### config.mk
export PLATFORM = sky130hd
export DESIGN_NAME = rgb_compress
export DESIGN_NICKNAME = d
export VERILOG_FILES = /design/src/rtl/rgb_compress_pkg.sv /design/src/rtl/rgb_compress.sv
export SDC_FILE = /design/constraint.sdc
export NUM_CORES = 1
export LEC_CHECK = 0
export BUFFER_PORTS_ARGS = -buffer_cell sky130_fd_sc_hd__clkbuf_2
export CORE_UTILIZATION = 58
export CTS_CLUSTER_DIAMETER = 60
export DETAILED_ROUTE_END_ITERATION = 8
export PLACE_DENSITY = 0.85
export SLEW_MARGIN = 20
export SYNTH_ARGS = -nofsm -noshare
export SYNTH_HDL_FRONTEND = slang
export SYNTH_SLANG_ARGS = --single-unit
### constraint.sdc
create_clock -name clk_in -period 3.7 [get_ports clk_in]
set_input_delay 0.74 -clock clk_in [delete_from_list [all_inputs] [get_ports clk_in]]
set_output_delay 0.74 -clock clk_in [all_outputs]
set_load 0.02 [all_outputs]
### src/rtl/rgb_compress_pkg.sv
// Shared constants for the RGB 3-bit compressor.
package rgb_compress_pkg;

  localparam int NUM_CHANNELS = 3;

  // Channel indices; B occupies the least significant field of the pixel.
  localparam int CH_B = 0;
  localparam int CH_G = 1;
  localparam int CH_R = 2;

  // Midpoint of the clamp range, rounded up, used as the per-channel decision level.
  function automatic int threshold(input int min_t, input int max_t);
    return (min_t + max_t + 1) / 2;
  endfunction

endpackage

### src/rtl/rgb_compress.sv
// Compresses a stream of RGB pixels to one bit per channel: each channel's
// moving average over the last AVERAGE_OVER pixels is clamped and compared
// against the midpoint of the clamp range.
module rgb_compress
  import rgb_compress_pkg::*;
#(
  parameter int COLOUR_DEPTH = 8,
  parameter int AVERAGE_OVER = 3,
  parameter int MIN_THRES    = 0,
  parameter int MAX_THRES    = 255
) (
  input  logic                      clk_in,
  input  logic                      rst_n_in,
  input  logic [3*COLOUR_DEPTH-1:0] rgb_in,
  output logic [2:0]                compressed_out
);

  localparam int SUM_W = COLOUR_DEPTH + $clog2(AVERAGE_OVER + 1);

  localparam logic [COLOUR_DEPTH-1:0] MIN_C = COLOUR_DEPTH'(MIN_THRES);
  localparam logic [COLOUR_DEPTH-1:0] MAX_C = COLOUR_DEPTH'(MAX_THRES);
  localparam logic [COLOUR_DEPTH-1:0] THR_C = COLOUR_DEPTH'(threshold(MIN_THRES, MAX_THRES));
  localparam logic [SUM_W-1:0]        DIV_C = SUM_W'(AVERAGE_OVER);

  // Top-level per-channel arrays, kept here so they show up by name in waveforms.
  logic [SUM_W-1:0]        colour_sum [0:NUM_CHANNELS-1];
  logic [COLOUR_DEPTH-1:0] colour_avg [0:NUM_CHANNELS-1];

  logic [NUM_CHANNELS-1:0] compressed_d;
  logic [2:0]              compressed_q;

  for (genvar c = 0; c < NUM_CHANNELS; c++) begin : g_ch
    logic [COLOUR_DEPTH-1:0] win_q [AVERAGE_OVER];
    logic [SUM_W-1:0]        sum_d;
    logic [COLOUR_DEPTH-1:0] avg_d;
    logic [COLOUR_DEPTH-1:0] clamp_d;

    // Shift window: newest sample enters slot 0, oldest falls off the end.
    always_ff @(posedge clk_in or negedge rst_n_in) begin
      if (!rst_n_in) begin
        for (int i = 0; i < AVERAGE_OVER; i++) begin
          win_q[i] <= '0;
        end
      end else begin
        win_q[0] <= rgb_in[c*COLOUR_DEPTH +: COLOUR_DEPTH];
        for (int i = 1; i < AVERAGE_OVER; i++) begin
          win_q[i] <= win_q[i-1];
        end
      end
    end

    // Exact window sum; SUM_W is wide enough that this never wraps.
    always_comb begin
      sum_d = '0;
      for (int i = 0; i < AVERAGE_OVER; i++) begin
        sum_d = sum_d + SUM_W'(win_q[i]);
      end
    end

    // Floor average by a constant divisor; the quotient always fits in one colour.
    assign avg_d = COLOUR_DEPTH'(sum_d / DIV_C);

    // Clamp the average into [MIN_THRES, MAX_THRES].
    always_comb begin
      clamp_d = avg_d;
      if (avg_d < MIN_C) begin
        clamp_d = MIN_C;
      end else if (avg_d > MAX_C) begin
        clamp_d = MAX_C;
      end
    end

    assign colour_sum[c]   = sum_d;
    assign colour_avg[c]   = avg_d;
    assign compressed_d[c] = (clamp_d >= THR_C);
  end

  // Registered decision bits: bit2 = R, bit1 = G, bit0 = B.
  always_ff @(posedge clk_in or negedge rst_n_in) begin
    if (!rst_n_in) begin
      compressed_q <= 3'b000;
    end else begin
      compressed_q <= compressed_d;
    end
  end

  assign compressed_out = compressed_q;

endmodule

Yosys cells after proc, flatten, opt, wreduce, memory -nomap -nowiden
Cells that the tools add are included.
- input port bits: 26
- bits in registers: 75
- logic and storage cells: 34
- output and inout bits: 3
- add/sub/neg operators: 6
- mux-type cells: 6
- divide/modulo/power cells: 3
- magnitude comparators: 9
- operators by type and width (cell ; number):
    2-to-1 mux 8 bit ; 6
    adder 9 x 8 -> 10 bit ; 3
    divider 10 x 2 -> 10 bit (second input constant) ; 3
    adder 8 x 8 -> 9 bit ; 3
    greater-or-equal comparator 8 bit (second input constant) ; 3
    greater-than comparator 8 bit (second input constant) ; 3
    < comparator 8 x 1 -> 1 bit (second input constant) ; 3

Longest topological paths before layout
- depth after elaboration: 7
- mapped depth: 10
- depth with buffers taken out: 10

Worst setup path after synthesis
Ideal clock, no wire load.
- path type: register to register
- from: register g_ch[1].win_q[1] (netlist name)
- to: register compressed_q[1], in the netlist compressed_out[1]
- slack: 1128 ps
- required time: 3596 ps
- library setup time: 104 ps
- clock period less this slack: 2572 ps
- path buffers: 0
- data arrival time: 2468 ps
- cell stages (with the launch flop): 10
- cell sequence: dfrtp_1 inv_1 fa_1 inv_1 ha_1 fa_1 a21o_2 a221oi_1 xor2_1 a221oi_1
- word-level cells in the longest chain between the ends: 6
- elaborated cells between the ends (all ways): 7
- those cells by class: add/sub: 1; div: 1; order compare: 3; mux: 2
- RTL lines (element ; RTL line ; source):
    from (decl) ; rgb_compress.sv:33 ; logic [COLOUR_DEPTH-1:0] win_q [AVERAGE_OVER];
    from (signal, indexed assignment) ; rgb_compress.sv:47 ; win_q[i] <= win_q[i-1];
    adder 9 x 8 -> 10 bit * ; rgb_compress.sv:56 ; sum_d = sum_d + SUM_W'(win_q[i]);
    divider 10 x 2 -> 10 bit * ; rgb_compress.sv:61 ; assign avg_d = COLOUR_DEPTH'(sum_d / DIV_C);
    greater-than comparator 8 bit ; rgb_compress.sv:68 ; end else if (avg_d > MAX_C) begin
    2-to-1 mux 8 bit ; rgb_compress.sv:68 ;
    2-to-1 mux 8 bit * ; rgb_compress.sv:66 ; if (avg_d < MIN_C) begin
    greater-or-equal comparator 8 bit * ; rgb_compress.sv:75 ; assign compressed_d[c] = (clamp_d >= THR_C);
    named net compressed_d[1] ; rgb_compress.sv:29 ; logic [NUM_CHANNELS-1:0] compressed_d;
    to (signal assigned) ; rgb_compress.sv:83 ; compressed_q <= compressed_d;
    to (decl) ; rgb_compress.sv:30 ; logic [2:0] compressed_q;
Mark *: on every way through the listed nets, which the timed path passes. The rest lies on a longest branch.

Worst setup path in the final report
- from: register g_ch[1].win_q[9] (netlist name)
- to: register compressed_q[1], in the netlist compressed_out[1]
- word-level cells in the longest chain between the ends: 7
- elaborated cells between the ends (all ways): 8
- those cells by class: add/sub: 2; div: 1; order compare: 3; mux: 2
- RTL lines (element ; RTL line):
    adder 8 x 8 -> 9 bit * ; rgb_compress.sv:56
    adder 9 x 8 -> 10 bit * ; rgb_compress.sv:56
    divider 10 x 2 -> 10 bit * ; rgb_compress.sv:61
    greater-than comparator 8 bit ; rgb_compress.sv:68
    2-to-1 mux 8 bit ; rgb_compress.sv:68
    2-to-1 mux 8 bit * ; rgb_compress.sv:66
    greater-or-equal comparator 8 bit * ; rgb_compress.sv:75
    named net compressed_d[1] ; rgb_compress.sv:29
Marked as above.

==> implementation parameters <==
Parameter                              Value

Synthesis
  Cell type contributing the most total cell area after synthesis ... sky130_fd_sc_hd__dfrtp_1
  Gate count after technology mapping ... 212
  Synth warnings ... 0
  Flip-flop and latch count after synthesis ... 75
  Cell area after technology mapping ... 0.00317 mm2
  Most used DFF post-synth ... sky130_fd_sc_hd__dfrtp_1
  Fraction of synthesized cell area taken by the top area cell type ... 0.592
  Post-synth EDFFs ... 0
  Number of nets in the synthesized netlist ... 286
  Mean cell area of the mapped netlist ... 15.0 um2
  Unique cell type count in the Yosys netlist ... 28
  Share of flip-flops with an asynchronous set or reset after synthesis ... 1.00
  Area contributors post-synth ... sky130_fd_sc_hd__dfrtp_1, sky130_fd_sc_hd__fa_1, sky130_fd_sc_hd__ha_1, sky130_fd_sc_hd__inv_1, sky130_fd_sc_hd__a21oi_1
  Sequential element share of the synthesized area ... 0.592

Min path
  Path class of the lowest-slack min-delay path ... reg -> reg
  Worst Hold Launch ... g_ch[0].win_q[16]
  Worst hold stages ... 0
  Destination of the worst hold path ... g_ch[0].win_q[8]

Global route
  Antenna violations before repair ... 0
  Number of global-route vias before repair ... 1747
  Leftover overflow at the end of global routing ... 0
  Wire length of the first global-routing pass ... 7.49 mm
  Maximum number of pins on one net before global-route repair ... 76
  Total routing resource utilization after global routing ... 0.177

Layout
  Relative area change from synthesis to final layout ... 15.5%
  Final-stage net count ... 325
  Cell area after layout ... 0.00366 mm2
  Most frequent standard cell in the layout excluding fill and tap cells ... sky130_fd_sc_hd__dfrtp_1
  Commonest cells after routing, fill and taps aside ... sky130_fd_sc_hd__dfrtp_1, sky130_fd_sc_hd__inv_1, sky130_fd_sc_hd__fa_1, sky130_fd_sc_hd__clkbuf_2, sky130_fd_sc_hd__ha_1
  Fin cells ... 325
  Number of diodes added for antenna fixing ... 0
  Layout cells sized above 1 ... 0.184

Clock network
  Number of CTS-inserted buffers ... 9
  Clock tree from TritonCTS ... built
  Clock slew at reported path FFs ... 0.07 ns
  Cts hold-fix bufs ... 0
  Skew-Pair Late Insertion Delay ... 0.34 ns
  # resized after CTS ... 0
  Clock root buffer master ... sky130_fd_sc_hd__clkbuf_8
  Post CTS Setup Buffer Count ... 0
  Max H-tree Level ... 3
  Count of clock tree sinks ... 75
  Maximum number of buffers from clock root to sink ... 2

Timing
  Final min period ... 2.79 ns
  Setup repair after global routing missed its margin ... no
  Count of final setup violators ... 0
  Worst hold slack after final layout ... 0.374 ns
  Slew HR ... 0.413
  Transition time at the pin with the least slew margin ... 0.880 ns
  Final worst path period share ... 0.755
  Setup ws final ... 0.905 ns
  Setup TNS Final ... 0 ns
  Number of hold violations in the final report ... 0
  Clock Skews ... 0.00537 ns
  Achievable Freq ... 0.358 GHz
  Pins over their slew limit ... 0

Floorplan
  Die outline area ... 0.00577 mm2
  Starting density of the core ... 0.613
  Row count ... 26
  Area of the placeable core ... 0.00517 mm2
  Width of the chip ... 75.9 um
  Number of top-level pins ... 29
  Die extent in y ... 75.9 um

Critical path
  Setup slack of the most critical reg-to-reg path ... 0.91 ns
  Depth of the worst register-to-register path ... 9
  Critical path type ... reg -> reg
  Reg2Reg Capture Point ... compressed_out[1]
  Arrival time reported for the critical path endpoint ... 3.03 ns
  Worst setup SP type ... flip-flop
  Worst R2R Start ... g_ch[1].win_q[9]
  CP max FO ... 3
  Kind of end point of the critical path ... flip-flop
  Endpoint required time on the critical path ... 3.94 ns

Placed design
  Sum of net half-perimeters after detailed placement ... 2.99 mm
  Worst slack, placed ... 0.918 ns
  Placed Instances ... 310
  Final GP Congestion ... 0.733
  I/O Buffers ... 28
  Placement-stage cell area ... 0.00340 mm2

Drt
  Residual DRC ... 0
  Initial DRC Count ... 73
  Residual antenna-violating net count after detailed routing ... 0
  Drt pass-1 iters ... 6
  Avg WL per Cell ... 12.7 um
  DRT Wirelength ... 4.14 mm
  Average vias per placed instance ... 5.01
  Number of vias in the routed layout ... 1627

Power and ir drop
  Worst IR Drop VDD ... 398 uV
  Leakage component of the power ... 1.84 nW
  PwrDens ... 541 mW/mm2

Run
  Number of max-cap violations ... 0

Outcome
  Run status ... finished, final reports clean
-- area by class of cell --
class | count | area [um2]
Timing Repair Buffer | 28 | 143
Multi-Input combinational cell | 95 | 1140
Clock buffer | 10 | 138
Inverter | 42 | 158
Sequential cell | 75 | 1880
Fill cell | 366 | 1510
Tap cell | 70 | 87.6
Clock inverter | 5 | 125
-- cell usage after synthesis (2+ instances only) --
cell type / count
sky130_fd_sc_hd__dfrtp_1: 75
sky130_fd_sc_hd__inv_1: 42
sky130_fd_sc_hd__fa_1: 27
sky130_fd_sc_hd__ha_1: 21
sky130_fd_sc_hd__a21oi_1: 8
sky130_fd_sc_hd__a21o_1: 4
sky130_fd_sc_hd__nand3_1: 4
sky130_fd_sc_hd__a221oi_1: 3
sky130_fd_sc_hd__nand2_1: 3
sky130_fd_sc_hd__a2111oi_2: 2
sky130_fd_sc_hd__a21o_2: 2
sky130_fd_sc_hd__and3_1: 2
sky130_fd_sc_hd__mux2i_1: 2
sky130_fd_sc_hd__nor2_1: 2
sky130_fd_sc_hd__xor2_1: 2
-- worst max-delay path by stage --
stage                      from           endpoint  slack [ns]  depth (start not counted)
4_1_cts        g_ch[1].win_q[9]  compressed_out[1]        0.90                          9
6_report       g_ch[1].win_q[9]  compressed_out[1]        0.91                          9
5_1_grt        g_ch[1].win_q[9]  compressed_out[1]        0.74                          9
3_5_place_dp   g_ch[1].win_q[1]  compressed_out[1]        0.92                          9
3_3_place_gp   g_ch[1].win_q[1]  compressed_out[1]        1.07                          9
2_1_floorplan  g_ch[1].win_q[1]  compressed_out[1]        1.13                          9
-- cells by family (layout without fill, tap and decap cells) --
family                     count (synthesis)  in the layout  synth area share
DFF                                       75             75             0.592
adders and majority gates                 48             48             0.253
buffers and inverters                     42             85            0.0497
AOI/OAI and AO/OA                         27             27            0.0659
and+or+nand+nor                           16             16            0.0272
xor gates and xnor gates                   2              2           0.00553
muxes                                      2              2           0.00631
-- metal layers --
metal | global-route usage | up-vias | wire [um]
met4 | 0.0923 | 0 | 75
met5 | 0 | - | 0
met1 | 0.205 | 830 | 1730
li1 | - | 760 | -
met2 | 0.285 | 31 | 2140
met3 | 0.0699 | 6 | 193
-- worst max-delay path: stages (launching register included) --
cell and delay (ns):
sky130_fd_sc_hd__dfrtp_1 0.37, sky130_fd_sc_hd__inv_1 0.06, sky130_fd_sc_hd__fa_1 0.50, sky130_fd_sc_hd__inv_1 0.04
sky130_fd_sc_hd__ha_1 0.24, sky130_fd_sc_hd__fa_1 0.41, sky130_fd_sc_hd__a21o_2 0.24, sky130_fd_sc_hd__a221oi_1 0.40
sky130_fd_sc_hd__xor2_1 0.13, sky130_fd_sc_hd__a221oi_1 0.30
-- metrics by stage --
stage | utilization | total power, mW
3_5_place_dp | 0.657 | 1.20
4_1_cts | 0.708 | 2.02
2_1_floorplan | - | 1.11
3_3_place_gp | 0.657 | 1.18
5_1_grt | 0.708 | 2.10
6_report | 0.708 | 1.98
-- flip-flops by register name (all words and copies together), names as in the netlist --
| name | cells |
|---|---|
| compressed_out | 3 |
| g_ch.win_q | 72 |
-- where the power goes --
group | switching [mW] | internal (mW) | leakage (nW)
Combinational | 0.157 | 0.124 | 0.830
Sequential | 0.0274 | 0.870 | 0.876
Clock | 0.275 | 0.530 | 0.132
Total | 0.460 | 1.52 | 1.84
No activity file was read; power rests on OpenSTA's default activity.
